$ cat src/rtl/ifetch_unit_pkg.sv
// ifetch_unit_pkg: fetch FSM states, buffer entry layout and PC helper shared by the fetch stage.
package ifetch_unit_pkg;
   typedef enum logic [1:0] {IFU_IDLE, IFU_REQ, IFU_FLUSH} ifu_state_t;
   typedef struct packed {
      logic [31:0] instr;
      logic [31:0] pc;
   } fetch_entry_t;
   function automatic logic [31:0] pc_plus4(input logic [31:0] pc);
      return pc + 32'd4;
   endfunction
endpackage

$ cat src/rtl/ifetch_fifo.sv
// ifetch_fifo: synchronous {instr, pc} buffer with push, pop and a clear that overrides push.
module ifetch_fifo
   import ifetch_unit_pkg::*;
#(
   parameter int DEPTH = 2,
   localparam int AW = $clog2(DEPTH),
   localparam int CW = AW + 1
) (
   input  logic         CLK,
   input  logic         RST,
   input  logic         push,
   input  logic         pop,
   input  logic         clear,
   input  fetch_entry_t din,
   output logic [CW-1:0] count,
   output logic         empty,
   output logic         full,
   output fetch_entry_t head
);
   fetch_entry_t mem [DEPTH];
   logic [AW-1:0] wptr, rptr;
   logic wr, rd;
   assign empty = count == '0;
   assign full = count == CW'(DEPTH);
   assign rd = pop & ~empty;
   // a pop frees the head slot this edge, so a full buffer can still accept a push
   assign wr = push & (~full | rd);
   assign head = empty ? '0 : mem[rptr];
   always_ff @(posedge CLK or posedge RST) begin
      if (RST) begin
         wptr <= '0;
         rptr <= '0;
         count <= '0;
      end else if (clear) begin
         wptr <= '0;
         rptr <= '0;
         count <= '0;
      end else begin
         wptr <= wr ? wptr + AW'(1) : wptr;
         rptr <= rd ? rptr + AW'(1) : rptr;
         count <= count + CW'(wr) - CW'(rd);
      end
   end
   always_ff @(posedge CLK) begin
      if (wr & ~clear) mem[wptr] <= din;
   end
endmodule

$ cat src/rtl/ifetch_unit.sv
// ifetch_unit: fetch stage pairing imem words with their PC for decode.
// IFETCH_PERF_EN adds fetch/stall/flush counters; otherwise perf_* read 0.
module ifetch_unit
   import ifetch_unit_pkg::*;
#(
   parameter int FIFO_DEPTH = 2,
   parameter int ADDR_W = 32
) (
   input  logic              CLK,
   input  logic              RST,
   input  logic [31:0]       pc_in,
   output logic              pc_en,
   input  logic              redirect,
   output logic              imem_req,
   output logic [ADDR_W-1:0] imem_addr,
   input  logic              imem_ack,
   input  logic [31:0]       imem_rdata,
   output logic              id_valid,
   input  logic              id_ready,
   output logic [31:0]       id_instr,
   output logic [31:0]       id_pc,
   output logic [31:0]       id_pc4,
   output logic [31:0]       perf_fetch,
   output logic [31:0]       perf_stall,
   output logic [31:0]       perf_flush
);
   localparam int CW = $clog2(FIFO_DEPTH) + 1;
   ifu_state_t state;
   logic [CW-1:0] count;
   logic empty, full, push, pop, clear;
   logic [ADDR_W-1:0] pc_addr, flush_addr;
   fetch_entry_t head;
   assign pc_addr = {pc_in[ADDR_W-1:2], 2'b00};
   assign imem_req = state == IFU_FLUSH || (state == IFU_REQ && count < CW'(FIFO_DEPTH));
   // the abandoned request keeps its address while the PC already holds the target
   assign imem_addr = state == IFU_FLUSH ? flush_addr : pc_addr;
   assign clear = redirect && state != IFU_IDLE;
   assign push = state == IFU_REQ && imem_req && imem_ack && !redirect;
   assign pop = !empty && id_ready;
   assign pc_en = push || clear;
   assign id_valid = !empty;
   assign id_instr = head.instr;
   assign id_pc = head.pc;
   assign id_pc4 = empty ? '0 : pc_plus4(head.pc);
   ifetch_fifo #(.DEPTH(FIFO_DEPTH)) u_fifo (
      .CLK  (CLK),
      .RST  (RST),
      .push (push),
      .pop  (pop),
      .clear(clear),
      .din  ('{instr: imem_rdata, pc: pc_in}),
      .count(count),
      .empty(empty),
      .full (full),
      .head (head)
   );
   always_ff @(posedge CLK or posedge RST) begin
      if (RST) begin
         state <= IFU_IDLE;
         flush_addr <= '0;
      end else begin
         state <= state == IFU_IDLE ? IFU_REQ :
                  (state == IFU_REQ && redirect && !full && !imem_ack) ? IFU_FLUSH :
                  (state == IFU_FLUSH && imem_ack) ? IFU_REQ : state;
         flush_addr <= state == IFU_REQ ? pc_addr : flush_addr;
      end
   end
`ifdef IFETCH_PERF_EN
   always_ff @(posedge CLK or posedge RST) begin
      if (RST) begin
         perf_fetch <= '0;
         perf_stall <= '0;
         perf_flush <= '0;
      end else begin
         perf_fetch <= perf_fetch + 32'(push);
         perf_stall <= perf_stall + 32'(state == IFU_REQ && full);
         perf_flush <= perf_flush + 32'(clear);
      end
   end
`else
   assign perf_fetch = '0;
   assign perf_stall = '0;
   assign perf_flush = '0;
`endif
endmodule

$ cat config.mk
export PLATFORM = sky130hd
export DESIGN_NAME = ifetch_unit
export DESIGN_NICKNAME = d
export VERILOG_FILES = /design/src/rtl/ifetch_unit_pkg.sv /design/src/rtl/ifetch_fifo.sv /design/src/rtl/ifetch_unit.sv
export SDC_FILE = /design/constraint.sdc
export NUM_CORES = 1
export LEC_CHECK = 0
export CAP_MARGIN = 20
export CORE_UTILIZATION = 36
export CTS_CLUSTER_DIAMETER = 150
export DETAILED_ROUTE_END_ITERATION = 10
export PLACE_DENSITY = 0.67
export RECOVER_POWER = 50
export SYNTH_ARGS = -nofsm -noshare
export SYNTH_HDL_FRONTEND = slang
export SYNTH_SLANG_ARGS = --single-unit
$ cat constraint.sdc
create_clock -name CLK -period 12.68 [get_ports CLK]
set_input_delay 3.804 -clock CLK [delete_from_list [all_inputs] [get_ports CLK]]
set_output_delay 3.804 -clock CLK [all_outputs]
set_load 0.005 [all_outputs]
==> impl_metrics.ini <==
[yosys]
cell_count_after_synthesis = 626
synth_warnings = 0
synth.area.top_cells = edfxtp_1 (46%), dfrtp_1 (11%), buf_4 (9.2%)
yosysTopAreaCellShare = 0.464
distinct_cells_synth = 41
synth-edff-count = 128
ys_seq_elements = 164
ys_dominant_reg_cell = edfxtp_1
synthesis.area_sq_um = 8280
synth_area_leader_cell = edfxtp_1
postSynthAreaPerCell_sq_um = 13.2
synth_async_sr_flop_share = 0.220
synth_seq_area_share = 0.573

[clock_tree]
h-tree-depth = 4
number_of_gates_resized_after_cts = 0
cts-hold-fix-buffers = 0
cts_tree = yes
cts_setup_buffers = 0
cts.root.buffer_cell = clkbuf_16
cts_sinks = 164
clock_latency_ns = 0.42
clkSlewWorstSetupHoldPaths_ns = 0.07
cts_made_buffers = 17
clock_path_buffers = 2

[critical_path]
class_of_the_most_critical_setup_path = input pin to primary output
reg2reg_slack_ns = 8.15
critPathArrivalTime_ns = 5.21
wp_data_required_ns = 8.88
critical_path.endpoint_type = primary output
critical_path.startpoint_type = input pin
critical_path_peak_fanout = 6

[detailed_routing]
uppermost_routed_layer = met4
first_iter_violations = 187
vias = 5109
route.antenna.remaining_nets = 0
drt-total-wl_mm = 18.2
drt_pass1_iterations = 4
detailed_routed_wire_length_on_met3_mm = 1.21
remaining_drc_errors = 0
viasPerCell = 4.57
met2_wirelength_mm = 9.03
wl_met1_mm = 7.74
routed_wire_length_per_instance_microns = 16.2

[power_and_ir_drop]
power-per-cell-area_nw_per_um2 = 159
power_leakage_nw = 3.84
sequentialPowerShare = 0.385
post-layout-total-power_mw = 1.71
swShare = 0.291
internal_power_mw = 1.21
p_sw_mw = 0.496
clock_power_share = 0.314
power.share.combinational = 0.301
irDropWorstVdd_uv = 86.5

[timing]
finalWorstPathRequiredPeriod_ns = 9.02
setup_viol = 0
timing.final.max_slew_violations = 102
tcrit_tclk_final = 0.711
tightest_slew_ns = 3.89
rsz_0062_raised_after_global_routing = no
max_slew_margin = -1.59
hold_viol = 0
max_clock_freq_mhz = 111
finalHoldWorstSlack_ns = 0.503
setup_total_negative_slack_ns = 0
fin_skew_ns = 0.00829

[grt]
grt_usage = 0.157
grt_pass1_vias = 4984
grt_max_degree = 65
number_of_antenna_violations_at_the_first_check_in_global_routing = 0
gr-total-overflow = 0
grt_pass1_wl_mm = 28.0

[place]
io_buffer_count = 197
place_inst = 1086
place.detailed.hpwl_mm = 12.6
globalplace.congestion = 0.760
dpl-instance-area_sq_um = 10100

[min_path]
hold_class = flop to flop

[final_layout]
layout_common_cells = clkdlybuf4s50_1 (130), edfxtp_1 (128), conb_1 (98)
layout-drive-gt1-share = 0.143
filler_cells_inserted = 2020
design.final.nets = 891
post-route-cell-area_sq_um = 10700
post_layout_nonfiller_instances = 1119
final_common_cell = clkdlybuf4s50_1
area_growth_pct = 29.8

[floorplan]
top_level_ports = 296
fp.dieArea_sq_um = 23600
die-height_microns = 154
die-width_microns = 154
floorplan.initialDensity = 0.367
core.rowCount = 55
placeableCoreArea_sq_um = 22600

[flow_run]
max_cap_viol_count = 2

[status]
outcome = finished with violations
violations = max-capacitance violations, max-slew violations
[worst max-delay path, cell delays in order]
cell and delay [ns]:
clkdlybuf4s50_1 0.54, and3_1 0.20, nor2_1 0.06, nor2_1 0.11, clkdlybuf4s50_1 0.50
[synth_stat cells (all sizes together) (9+ instances only)]
cell / instances
nor2: 78
mux2: 62
nand2: 11
dfrtp: 36
xor2: 17
nor4: 9
inv: 10
buf: 118
nor3: 12
edfxtp: 128
xnor2: 11
nand3: 15
mux2i: 65
[layout make-up]
class                      count  area [sq um]  area share
antenna                        1          2.50    0.000233
sequential                   164          4750       0.442
multi-input combinational    424          2980       0.277
timing repair buffer         203          2010       0.187
clock buffer                  18           450      0.0419
clock inverter                14           161      0.0150
inverter                      10          37.5     0.00349
tap                          285           357      0.0332
[per-stage QoR]
step	worst slack [ns]	util
2_1_floorplan	2.01	-
3_3_place_gp	3.69	0.450
3_5_place_dp	3.67	0.450
4_1_cts	3.66	0.477
5_1_grt	3.57	0.476
6_report	3.66	0.476
[state kept, by name (all words and copies together), names as in the netlist]
signal and count:
state 2, u_fifo.rptr 1, u_fifo.wptr 1, u_fifo.count 2, flush_addr 30, u_fifo.mem 128
[final timing paths]
path,from,end,cells past startpoint
worst max-delay path,imem_ack,pc_en,5
worst min-delay path,flush_addr[12]$_DFFE_PP0N_,flush_addr[12]$_DFFE_PP0N_,1
worst max register to register,state[1]$_DFFE_PP0P_,u_fifo.mem[1][50]$_DFFE_PP_,5
worst min register to register,flush_addr[12]$_DFFE_PP0N_,flush_addr[12]$_DFFE_PP0N_,1
max in group asynchronous,RST,u_fifo.rptr$_DFFE_PP0P_,3
min in group asynchronous,RST,state[1]$_DFFE_PP0P_,3
[metal layers]
layer | track usage | vias up
met5 | 0 | -
met4 | 0.0500 | 0
met3 | 0.0505 | 11
met2 | 0.271 | 188
met1 | 0.184 | 2482
li1 | - | 2428
[power by group through the flow]
stage	Clock, mW	Combinational (mW)	Sequential (mW)
global route	0.571	0.558	0.664
CTS	0.550	0.527	0.658
detailed placement	0	0.524	0.669
finish	0.535	0.514	0.657
global placement	0	0.518	0.668
floorplan	0	0.300	0.647
[kinds of logic after synthesis]
logic type      count (synthesis)  synth area share
other cells                     1          0.000453
fa+ha+maj                       2           0.00302
buf+inv                       135             0.113
mux                           127             0.163
flops                         164             0.573
simple gates                  151            0.0970
compound gates                 18            0.0204
xor+xnor                       28            0.0296
No activity file was read; power rests on OpenSTA's default activity.
